--- config.mk ---
export PLATFORM = sky130hd
export DESIGN_NAME = aud_recorder_flat
export DESIGN_NICKNAME = d
export VERILOG_FILES = /design/src/rtl/aud_recorder_pkg.sv /design/src/rtl/aud_recorder_if.sv /design/src/rtl/aud_recorder_i2s_rx_shift.sv /design/src/rtl/aud_recorder.sv /design/src/flat_wrapper.sv
export SDC_FILE = /design/constraint.sdc
export NUM_CORES = 1
export LEC_CHECK = 0
export CORE_MARGIN = 1
export CORE_UTILIZATION = 40
export CTS_CLUSTER_DIAMETER = 60
export DETAILED_ROUTE_END_ITERATION = 12
export SETUP_SLACK_MARGIN = 0.2
export SYNTH_ARGS = -nofsm -noshare
export SYNTH_HDL_FRONTEND = slang
export SYNTH_SLANG_ARGS = --single-unit
--- constraint.sdc ---
create_clock -name i_clk -period 2.39 [get_ports i_clk]
set_input_delay 0.239 -clock i_clk [delete_from_list [all_inputs] [get_ports i_clk]]
set_output_delay 0.239 -clock i_clk [all_outputs]
set_load 0.01 [all_outputs]
--- src/rtl/aud_recorder_pkg.sv ---
// Shared definitions for the audio capture path.
// Holds the recorder state enum, the sample and SRAM address widths, the I2S
// left-slot length, and the default last writable SRAM address.
package aud_recorder_pkg;

    localparam int DATA_W   = 16;
    localparam int ADDR_W   = 20;
    localparam int SLOT_LEN = 16;
    localparam int BITCNT_W = $clog2(SLOT_LEN);

    localparam logic [ADDR_W-1:0] MAX_ADDR_DEF = 20'hFFFFF;

    typedef enum logic [1:0] {
        ST_IDLE   = 2'd0,
        ST_WAIT_L = 2'd1,
        ST_SHIFT  = 2'd2,
        ST_PAUSE  = 2'd3
    } rec_state_e;

endpackage

--- src/rtl/aud_recorder_if.sv ---
// SRAM write-port bundle between the recorder (master) and Top (slave).
// Ports/signals:
//   wr_en   master->slave  write request, held until acknowledged
//   address master->slave  SRAM word address of the pending write
//   data    master->slave  sample to be written
//   wr_ack  slave->master  one-cycle pulse: Top accepted the current write
interface aud_recorder_if;
    import aud_recorder_pkg::*;

    logic              wr_en;
    logic [ADDR_W-1:0] address;
    logic [DATA_W-1:0] data;
    logic              wr_ack;

    modport master (output wr_en, output address, output data, input wr_ack);
    modport slave  (input wr_en, input address, input data, output wr_ack);

endinterface

--- src/rtl/aud_recorder_i2s_rx_shift.sv ---
// I2S left-slot receiver: detects the LRC falling edge, skips the one-bit
// delay slot and shifts in a 16-bit word MSB first.
// Ports:
//   i_clk, i_rst   BCLK and synchronous active-high reset
//   i_en           high while the recorder is in WAIT_L or SHIFT; low clears all state
//   i_shift        high while the recorder is in SHIFT
//   i_lrc, i_dat   codec ADCLRCK and ADCDAT
//   o_lrc_fall     this cycle is the delay slot after LRC fell (only while waiting)
//   o_word         assembled word, valid together with o_word_valid
//   o_word_valid   the 16th bit is being sampled this cycle
module aud_recorder_i2s_rx_shift
    import aud_recorder_pkg::*;
(
    input  logic              i_clk,
    input  logic              i_rst,
    input  logic              i_en,
    input  logic              i_shift,
    input  logic              i_lrc,
    input  logic              i_dat,
    output logic              o_lrc_fall,
    output logic [DATA_W-1:0] o_word,
    output logic              o_word_valid
);

    logic                r_lrcD;
    logic [BITCNT_W-1:0] r_bitCnt;
    logic [DATA_W-2:0]   r_shift;
    logic                w_lastBit;

    // The final bit is never stored: the word is presented combinationally
    // with the live data bit so the top can register it on the same edge.
    assign w_lastBit    = (r_bitCnt == BITCNT_W'(SLOT_LEN - 1));
    assign o_lrc_fall   = i_en && !i_shift && r_lrcD && !i_lrc;
    assign o_word_valid = i_en && i_shift && w_lastBit;
    assign o_word       = {r_shift, i_dat};

    // LRC history is tracked through both waiting and shifting so that a low
    // LRC on return to waiting is never mistaken for a fresh falling edge.
    // Disabling (pause/stop/idle) wipes everything, which discards any
    // partial word and forces a clean edge to be seen after re-enabling.
    always_ff @(posedge i_clk) begin
        if (i_rst || !i_en) begin
            r_lrcD   <= 1'b0;
            r_bitCnt <= '0;
            r_shift  <= '0;
        end else begin
            r_lrcD <= i_lrc;
            if (i_shift) begin
                r_shift  <= {r_shift[DATA_W-3:0], i_dat};
                r_bitCnt <= w_lastBit ? '0 : r_bitCnt + BITCNT_W'(1);
            end else begin
                r_bitCnt <= '0;
            end
        end
    end

endmodule

--- src/rtl/aud_recorder.sv ---
// Capture path: records left-channel I2S samples from the codec ADC into SRAM
// at consecutive addresses, one acknowledged write per frame.
// Ports:
//   i_clk, i_rst          BCLK and synchronous active-high reset
//   i_start/i_pause/i_stop level controls (priority stop > pause > start)
//   i_lrc, i_adc_dat      codec serial input
//   io_sram               SRAM write port (master side)
//   o_sample_cnt          acknowledged writes since the last start from IDLE
//   o_full                sticky: last writable address was written
//   o_overrun             sticky: a completed word was dropped
//   o_busy                recorder is not IDLE
module aud_recorder
    import aud_recorder_pkg::*;
#(
    parameter logic [ADDR_W-1:0] MAX_ADDR = MAX_ADDR_DEF
)(
    input  logic              i_clk,
    input  logic              i_rst,
    input  logic              i_start,
    input  logic              i_pause,
    input  logic              i_stop,
    input  logic              i_lrc,
    input  logic              i_adc_dat,
    aud_recorder_if.master    io_sram,
    output logic [ADDR_W-1:0] o_sample_cnt,
    output logic              o_full,
    output logic              o_overrun,
    output logic              o_busy
);

    rec_state_e        r_state;
    rec_state_e        w_nextState;
    logic              r_pending;
    logic [ADDR_W-1:0] r_address;
    logic [DATA_W-1:0] r_data;
    logic [ADDR_W-1:0] r_sampleCnt;
    logic              r_full;
    logic              r_overrun;

    logic              w_lrcFall;
    logic [DATA_W-1:0] w_word;
    logic              w_wordValid;
    logic              w_ack;
    logic              w_ackLast;
    logic              w_load;
    logic              w_drop;
    logic              w_startFromIdle;

    aud_recorder_i2s_rx_shift u_rx (
        .i_clk        (i_clk),
        .i_rst        (i_rst),
        .i_en         ((r_state == ST_WAIT_L) || (r_state == ST_SHIFT)),
        .i_shift      (r_state == ST_SHIFT),
        .i_lrc        (i_lrc),
        .i_dat        (i_adc_dat),
        .o_lrc_fall   (w_lrcFall),
        .o_word       (w_word),
        .o_word_valid (w_wordValid)
    );

    // Next-state and write-path decisions. A word finishing in the same cycle
    // as pause/stop is treated as part of the abandoned slot. Acking the last
    // address ends recording, so a word completing then is silently dropped.
    always_comb begin
        w_nextState     = r_state;
        w_ack           = io_sram.wr_ack && r_pending;
        w_ackLast       = w_ack && (r_address == MAX_ADDR);
        w_load          = w_wordValid && !i_stop && !i_pause && !r_pending;
        w_drop          = w_wordValid && !i_stop && !i_pause && r_pending && !w_ackLast;
        w_startFromIdle = (r_state == ST_IDLE) && i_start && !i_stop && !i_pause;

        case (r_state)
            ST_IDLE: begin
                if (w_startFromIdle) w_nextState = ST_WAIT_L;
            end
            ST_WAIT_L: begin
                if (i_stop)         w_nextState = ST_IDLE;
                else if (i_pause)   w_nextState = ST_PAUSE;
                else if (w_lrcFall) w_nextState = ST_SHIFT;
            end
            ST_SHIFT: begin
                if (i_stop)           w_nextState = ST_IDLE;
                else if (i_pause)     w_nextState = ST_PAUSE;
                else if (w_wordValid) w_nextState = ST_WAIT_L;
            end
            ST_PAUSE: begin
                if (i_stop)                  w_nextState = ST_IDLE;
                else if (!i_pause && i_start) w_nextState = ST_WAIT_L;
            end
            default: w_nextState = ST_IDLE;
        endcase

        if (w_ackLast) w_nextState = ST_IDLE;
    end

    // State, pending write and bookkeeping. Stop abandons an unacked write
    // without advancing address or count, but an ack in that same cycle still
    // counts. Sticky flags are only cleared by a fresh start from IDLE.
    always_ff @(posedge i_clk) begin
        if (i_rst) begin
            r_state     <= ST_IDLE;
            r_pending   <= 1'b0;
            r_address   <= '0;
            r_data      <= '0;
            r_sampleCnt <= '0;
            r_full      <= 1'b0;
            r_overrun   <= 1'b0;
        end else begin
            r_state <= w_nextState;

            if (w_ack || i_stop) begin
                r_pending <= 1'b0;
            end else if (w_load) begin
                r_pending <= 1'b1;
                r_data    <= w_word;
            end

            if (w_startFromIdle) begin
                r_address   <= '0;
                r_sampleCnt <= '0;
                r_full      <= 1'b0;
                r_overrun   <= 1'b0;
            end else begin
                if (w_ack) begin
                    r_sampleCnt <= r_sampleCnt + ADDR_W'(1);
                    if (r_address == MAX_ADDR) r_full <= 1'b1;
                    else                       r_address <= r_address + ADDR_W'(1);
                end
                if (w_drop) r_overrun <= 1'b1;
            end
        end
    end

    assign io_sram.wr_en   = r_pending;
    assign io_sram.address = r_address;
    assign io_sram.data    = r_data;
    assign o_sample_cnt    = r_sampleCnt;
    assign o_full          = r_full;
    assign o_overrun       = r_overrun;
    assign o_busy          = (r_state != ST_IDLE);

endmodule

--- src/flat_wrapper.sv ---
// flat-port wrapper written by rule: the top's interface ports become plain ports
module aud_recorder_flat import aud_recorder_pkg::*;
#(
    parameter logic [ADDR_W-1:0] MAX_ADDR = MAX_ADDR_DEF
)
  (i_clk, i_rst, i_start, i_pause, i_stop, i_lrc, i_adc_dat, o_sample_cnt, o_full, o_overrun, o_busy, io_sram_wr_en, io_sram_address, io_sram_data, io_sram_wr_ack);
  aud_recorder_if io_sram_i ();
  input  logic i_clk;
  input  logic i_rst;
  input  logic i_start;
  input  logic i_pause;
  input  logic i_stop;
  input  logic i_lrc;
  input  logic i_adc_dat;
  output logic [ADDR_W-1:0] o_sample_cnt;
  output logic o_full;
  output logic o_overrun;
  output logic o_busy;
  output wire logic [$bits(io_sram_i.wr_en)-1:0] io_sram_wr_en;
  output wire logic [$bits(io_sram_i.address)-1:0] io_sram_address;
  output wire logic [$bits(io_sram_i.data)-1:0] io_sram_data;
  input wire logic [$bits(io_sram_i.wr_ack)-1:0] io_sram_wr_ack;
  assign io_sram_wr_en = io_sram_i.wr_en;
  assign io_sram_address = io_sram_i.address;
  assign io_sram_data = io_sram_i.data;
  assign io_sram_i.wr_ack = io_sram_wr_ack;
  aud_recorder #(.MAX_ADDR(MAX_ADDR)) u_core (.i_clk(i_clk), .i_rst(i_rst), .i_start(i_start), .i_pause(i_pause), .i_stop(i_stop), .i_lrc(i_lrc), .i_adc_dat(i_adc_dat), .io_sram(io_sram_i), .o_sample_cnt(o_sample_cnt), .o_full(o_full), .o_overrun(o_overrun), .o_busy(o_busy));
endmodule
After elaboration in Yosys (flattened, before gate mapping):

Index checks and enable logic that the tools add are counted.

* memories kept: 0
* logic and storage cells: 71
* memory bits (read-only): 0
* latch bits: 0
* output and inout bits: 60
* input bits: 8
* bits in writable memories: 0
* bits in registers: 81

* magnitude comparators: 0
* shifts and indexed selects: 0
* add/subtract/negate cells: 3
* equal/unequal tests: 9
* multipliers: 0
* muxes and demuxes: 10
* divide/modulo/power cells: 0
* reductions and logical operators: 36
* bitwise logic cells: 3

Operators with widths (number)
* adder 20 x 1 -> 20 bit, second input constant: 2
* == test 20 bit, second input constant: 1
* two-way mux 2 bit: 9
* logical AND 1 bit: 16
* case mux 2 bit (4 select lines): 1
* logical NOT 1 bit: 7
* AND reduction 2 bit: 3
* OR reduction 2 bit: 3
* adder 4 x 1 -> 4 bit, second input constant: 1
* == test 2 bit, second input constant: 2
* == test 4 bit, second input constant: 1
* != test 4 x 3 -> 1 bit, second input constant: 1
* != test 4 bit, second input constant: 1
* AND reduction 4 bit: 1
* logical OR 1 bit: 3
* != test 3 x 2 -> 1 bit, second input constant: 1
* inverter 1 bit: 3
* OR reduction 3 bit: 1
* == test 2 x 1 -> 1 bit, second input constant: 1
* logical NOT 2 bit: 1
* != test 2 x 1 -> 1 bit, second input constant: 1
* nonzero test 2 bit: 1

Logic depth before layout (Yosys ltp):

Gate-level depths: netlist of the first run.

* depth in word-level cells: 9
* depth in mapped cells: 9
* gate-level depth less buffers: 7

Cells and area by module:

Synthesis of the first run repeated with hierarchy kept, for this count alone.

* cell total of the unflattened synthesis: 405
* area, all modules: 3594.7 µm²

Modules (own cells, without submodules)
* aud_recorder: area an instance 2845.2 µm², cells an instance 333, sequential area each 1221.2 µm², instances 1
* aud_recorder_i2s_rx_shift: area an instance 749.5 µm², cells an instance 72, sequential area each 400.4 µm², instances 1

Worst setup path after synthesis of the first run:

OpenSTA, ideal clock, no wires.

* path type: register to register
* start point: register u_core.r_address[0], in the netlist u_core.io_sram.address[0]
* end point: register u_core.r_address[0], in the netlist u_core.io_sram.address[0]
* required time: 2.262 ns
* setup time: 0.128 ns
* setup slack: 0.479 ns
* stages on the path, launching flop included: 7
* arrival: 1.783 ns
* period minus slack after synthesis: 1.911 ns
* path buffers: 0
* path through: dfxtp_1 ha_1 nand3_2 or4_4 o21ai_4 xor2_1 nor2_1

* word-level cells in the longest chain between the ends: 3
* elaborated cells on any way between the ends: 4
* those cells by class: 1 x add/sub; 1 x eq/ne; 1 x bitwise; 1 x reduce/logical

Ends and longest elaborated chain
* from (decl): line aud_recorder.sv:34 `logic [ADDR_W-1:0] r_address;`
* from (signal assigned): line aud_recorder.sv:127 `else r_address <= r_address + ADDR_W'(1);`
* branches (longest 3 deep; another with adder 20 x 1 -> 20 bit)

Parallel ways; which one is timed is not known.
A chain may end at the register's enable or synchronous reset.

Worst setup path after layout of the first run:

* start point: register u_core.r_address[0], in the netlist u_core.io_sram.address[0]
* end point: register u_core.r_address[7], in the netlist u_core.io_sram.address[7]

Same word-level chain as after synthesis.

==> flow_summary.toml, run 1 <==
[clock_network]
cts.sinks = 81
clockRootBuffer = "clkbuf_8"
post_cts.repair.setup_buffers = 0
clock_latency_ns = 0.36
cts_tree = "yes"
cts_made_buffers = 9
cts_buffer_depth = 2
h-tree-depth = 3
cts.clk_slew.worst_paths_ns = 0.09

[sta]
relSlewSlack_pct = 59.8
fin_skew_ns = 0.0135
setup_viol = 0
whs_ns = 0.452
rsz0062_at_grt = "no"
final-hold-violation-count = 0
period_share_pct = 84.9
fmax_mhz = 493
worst_slack_ns = 0.362
tns_ns = 0
maxSlewViolCount = 0
fin_crit_ns = 2.03
tightest_slew_ns = 0.604

[yosys]
syn_avg_cell_area_um2 = 8.73
synth_fa_ha_area_share_pct = 3.61
ys_ff_latch = 81
synthFlopType = "dfxtp_1"
synth_compound_area_share_pct = 8.67
synth_seq_area_share_pct = 46.8
yosys.area.top_type_share_pct = 46.8
synth.largest_area_cell = "dfxtp_1"
async_flop_share_pct = 0
synth_xor_area_share_pct = 8.09
synthMuxAreaShare_pct = 4.62
yosys.area_share.simple_pct = 25.3
synth_edf_count = 0
synth_cells = 397
synthTopCellsByArea = "dfxtp_1 (47%), nor2_1 (6.6%), xor2_1 (5.3%)"
yosysWarnings = 0
syn_area_um2 = 3460
syn_nets = 415
ys_types = 42
synth_top_family_by_area = "simple AND/OR/NAND/NOR gates"

[cells_and_area]
drive_above_1_share_pct = 6.99
final_common_cell = "dfxtp_1"
final_cell_area_um2 = 4480
diodes = 0
nets = 485
stdcell_count = 577
layout_common_cells = "dfxtp_1 (81), clkdlybuf4s50_1 (67), nor2_1 (61)"
area_delta_synth_final_pct = 29.3

[die]
die_h_um = 95.1
io_pins = 68
die_w_um = 95.1
initial_utilization_pct = 41.7
coreArea_um2 = 8300
die-area_um2 = 9040
rows = 33

[detailed_routing]
drc = 0
avgRoutedWirePerCell_um = 13.1
vias = 2970
drtIter0Drc = 106
routed_wirelength_um = 7540
ant_nets = 0
first_pass_iters = 4
avgViaCountPerCell = 5.15

[critical_path]
crit_fanout = 9
r2r-end = "u_core.io_sram.address[7]"
worstSetupEndpointType = "register"
ff2ff_path_depth = 6
cp-start-kind = "register"
reg2reg_from = "u_core.io_sram.address[0]"
required_ns = 2.62
crit_arrival_ns = 2.26
path_class = "reg2reg"
r2r_setup_slack_ns = 0.36

[hold_path]
min-delay-start = "u_core.u_rx.r_bitCnt[0]"
min_path_type = "reg2reg"
holdPathStages = 1
min_to = "u_core.u_rx.r_bitCnt[0]"

[global_route]
grt_pass1_vias = 2658
antenna_found_initial = 0
grt_pass1_wl_um = 12500
grt_usage_pct = 17.8
grt_max_degree = 38
gr-total-overflow = 0

[placement]
dp_cells = 561
io_buffers = 67
placed_cell_area_um2 = 4260
finalWeightedCongestion = 0.831
post-place-ws_ns = 0.245
hpwlAfterDp_um = 5400

[outcome]
status = "complete, no violations"

[power]
p_per_area_nw_per_um2 = 562
p_leak_nw = 1.48
ir_worst_vdd_v = 0.000396

[job]
cap_violations = 0
state kept, by name (all words and copies together), names as in the netlist:
| name | flops |
|---|---|
| u_core.o_overrun | 1 |
| u_core.u_rx.r_lrcD | 1 |
| u_core.u_rx.r_bitCnt | 4 |
| u_core.io_sram.address | 20 |
| u_core.o_full | 1 |
| u_core.o_sample_cnt | 20 |
| u_core.r_state | 2 |
| u_core.io_sram.wr_en | 1 |
| u_core.io_sram.data | 16 |
| u_core.u_rx.r_shift | 15 |
worst max-delay path by stage:
stage | to | from | depth (start not counted) | slack, ns
global route | u_core.io_sram.address[0] | u_core.io_sram.address[0] | 6 | 0.20
floorplan | u_core.io_sram.address[0] | u_core.io_sram.address[0] | 6 | 0.48
CTS | u_core.o_overrun | u_core.io_sram.address[0] | 6 | 0.33
detailed placement | u_core.o_overrun | io_sram_wr_ack | 6 | 0.24
global placement | u_core.io_sram.address[19] | io_sram_wr_ack | 6 | 0.30
finish | u_core.io_sram.address[7] | u_core.io_sram.address[0] | 6 | 0.36
through the flow:
stage               utilization [%]  power [W]
floorplan                         -    0.00145
global placement               51.4    0.00149
detailed placement             51.4    0.00149
CTS                            53.9    0.00256
global route                   54.0    0.00262
finish                         54.0    0.00252
report_power, final:
| group | switching [W] | internal [W] |
|---|---|---|
| Combinational | 0.0000647 | 0.0000401 |
| Sequential | 0.00000390 | 0.00135 |
| Clock | 0.000536 | 0.000523 |
layer usage:
| metal | GRT usage [%] | share of wire [%] |
|---|---|---|
| met1 | 24.0 | 48 |
| met5 | 0 | 0 |
| met4 | 8.21 | 1.6 |
| met3 | 3.67 | 5.0 |
| met2 | 27.3 | 46 |
area by class of cell:
cell class / instances / area (um^2)
fillers: 776 / 3820
well taps: 105 / 131
inverters: 8 / 30.0
repair buffers: 76 / 738
clock buffers: 10 / 138
multi-input cells: 291 / 1750
flip-flops and latches: 81 / 1620
clock inverters: 6 / 72.6
critical path: stages, from the launching register on:
cell	delay (ns)
dfxtp_1	0.41
ha_1	0.21
nand3_2	0.16
or4_4	0.63
o21ai_4	0.28
or3_1	0.15
a21oi_1	0.06
cells in the mapped netlist, drive strengths merged (6+ instances only):
| cell type | instances |
|---|---|
| clkbuf | 12 |
| or3 | 6 |
| nand4 | 12 |
| nand3 | 21 |
| nand2 | 49 |
| a21oi | 24 |
| xor2 | 21 |
| ha | 10 |
| nor3 | 7 |
| mux2i | 16 |
| o21ai | 9 |
| inv | 8 |
| dfxtp | 81 |
| xnor2 | 11 |
| nor2 | 61 |
logic make-up after synthesis:
logic type               after synthesis
XOR/XNOR                              32
flip-flops                            81
adder cells (fa/ha/maj)               10
AND/OR/NAND/NOR                      185
multiplexers                          16
AO/OA/AOI/OAI                         48
buffers and inverters                 25
what timing repair did:
action	in CTS	in global routing
hold buffers	0	0
setup endpoints to repair	0	1
gates resized for setup	0	1
Power figures use the tool's default switching activity.
==> run 2: changes to the inputs <==
==> constraint.sdc (replaced) <==
create_clock -name i_clk -period 1.9 [get_ports i_clk]
set_input_delay 0.19 -clock i_clk [delete_from_list [all_inputs] [get_ports i_clk]]
set_output_delay 0.19 -clock i_clk [all_outputs]
set_load 0.01 [all_outputs]
==> run 2 against run 1 <==
  * Global-route usage rose by 0.63 points
  * Utilization up 7.0 points
  * Via count rose by 5.8%
  * Sequential share of layout area fell by 3.5 points
  * Combinational power increased by 63%
  * Count of clock-buffer cells in the layout stayed put
  * First-iteration DRC count is 32% lower
  * Hold slack got worse by 0.029 ns
  * Power increased by 21%
  * Worst setup slack got worse by 0.19 ns
  * Critical endpoint is now u_core.io_sram.address[0]
  * Largest power group unchanged
==> flow_summary.toml, run 2 (synthesis results as in run 1) <==
[cells_and_area]
nets = 522
layout_common_cells = "dfxtp_1 (67), clkdlybuf4s50_1 (66), nor2_1 (60)"
diodes = 0
final_common_cell = "dfxtp_1"
area_delta_synth_final_pct = 46.1
drive_above_1_share_pct = 25.7
nFillCells = 742
final_cell_area_um2 = 5060

[sta]
final-hold-violation-count = 0
maxSlewViolCount = 0
fmax_mhz = 579
fin_crit_ns = 1.73
period_share_pct = 91.0
setup_viol = 0
whs_ns = 0.423
rsz0062_at_grt = "yes"
tns_ns = 0
tightest_slew_ns = 0.393
relSlewSlack_pct = 73.8
fin_skew_ns = 0.00830

[clock_network]
cts_buffer_depth = 2
cts_tree = "yes"
clockRootBuffer = "clkbuf_8"
cts.clk_slew.worst_paths_ns = 0.08
clock_latency_ns = 0.34
cts_made_buffers = 9
cts.sinks = 81
h-tree-depth = 3

[critical_path]
crit_chain = "nand4_1, or4_4, o21ai_4, xor2_1, nor2_1"
cp-start-kind = "register"
critPathBufInv = 0
slowest_stage = "or4_4"
crit_arrival_ns = 1.95
required_ns = 2.12
worstSetupEndpointType = "register"
max_stage_delay_ns = 0.63
cp_top_family = "simple AND/OR/NAND/NOR gates"
crit_fanout = 5
path_class = "reg2reg"

[detailed_routing]
avgViaCountPerCell = 5.12
vias = 3142
ant_nets = 0
drc = 0
avgRoutedWirePerCell_um = 13.4
routed_wirelength_um = 8220
drtIter0Drc = 72
first_pass_iters = 4

[placement]
finalWeightedCongestion = 0.807
placed_cell_area_um2 = 4450
io_buffers = 67
hpwlAfterDp_um = 5490

[power]
p_per_area_nw_per_um2 = 602
ir_worst_vdd_v = 0.000463
power_w = 0.00305
p_leak_nw = 1.87

[die]
io_pins = 68
die_h_um = 95.1
die_w_um = 95.1
rows = 33
initial_utilization_pct = 41.7
coreArea_um2 = 8300
die-area_um2 = 9040

[global_route]
grt_pass1_wl_um = 13100
gr-total-overflow = 0
grt_usage_pct = 18.5
grt_pass1_vias = 2877
antenna_found_initial = 0
grt_max_degree = 38

[hold_path]
min_path_type = "reg2reg"

[outcome]
status = "complete, no violations"

[job]
cap_violations = 0
## run 2: cell count changes in the layout (fill, tap and decap cells not counted), sizes merged
cell / previous run / this run
dlygate4sd2: 0 / 1
clkbuf: 10 / 11
clkinvlp: 1 / 2
clkinv: 2 / 3
buf: 9 / 44
inv: 10 / 9
bufinv: 1 / 0
clkdlybuf4s50: 67 / 66
o21ai: 9 / 10
## run 2: final timing paths
| path | start | endpoint | slack [ns] | cells after the start |
|---|---|---|---|---|
| hold / removal | u_core.u_rx.r_bitCnt[0] | u_core.u_rx.r_bitCnt[0] | 0.42 | 1 |
| hold reg to reg | u_core.u_rx.r_bitCnt[0] | u_core.u_rx.r_bitCnt[0] | 0.42 | 1 |
| setup reg to reg | u_core.io_sram.address[17] | u_core.io_sram.address[0] | 0.17 | 5 |
| setup / recovery | u_core.io_sram.address[17] | u_core.io_sram.address[0] | 0.17 | 5 |
## run 2: worst reg2reg max path: stages (launching register included)
cell and delay (ns):
dfxtp_4 0.36, nand4_1 0.17, or4_4 0.63, o21ai_4 0.22, xor2_1 0.17, nor2_1 0.05
## run 2: report_power, final
part	switching, W	internal, W	leakage (nW)
Clock	0.000651	0.000526	0.0906
Sequential	0.00000657	0.00169	0.661
Combinational	0.0000958	0.0000752	1.12
Total	0.000753	0.00229	1.87
## run 2: per-layer routing
metal	track usage, %	vias to the layer above	wire [um]
met5	0	-	0
met4	5.68	0	77
met3	3.83	11	331
met2	32.1	62	4130
met1	22.7	1492	3690
li1	-	1577	-
## run 2: cell type report
type                       count  area (um^2)  share of cell area (%)
multi-input combinational    292         2010                    39.8
tap                          105          131                    2.60
inverter                       8         32.5                   0.643
sequential                    81         1660                    32.7
clock buffer                  10          138                    2.72
clock inverter                 6         52.6                    1.04
timing repair buffer         112         1040                    20.5
## run 2: per-stage QoR
stage | cells | utilization, % | setup slack, ns
global route | 614 | 61.0 | 0.0802
floorplan | 397 | - | 0.198
finish | 614 | 61.0 | 0.172
global placement | 582 | 53.6 | 0.000850
detailed placement | 582 | 53.6 | -0.0337
CTS | 610 | 57.7 | 0.129
## run 2: repair_timing
action / CTS / global route
gates cloned: 1 / 1
endpoints found under the setup margin: 20 / 40
hold endpoints to repair: 0 / 0
hold buffers: 0 / 0
buffers inserted: 11 / 3
gates resized for setup: 19 / 59
pin swaps: 15 / 36
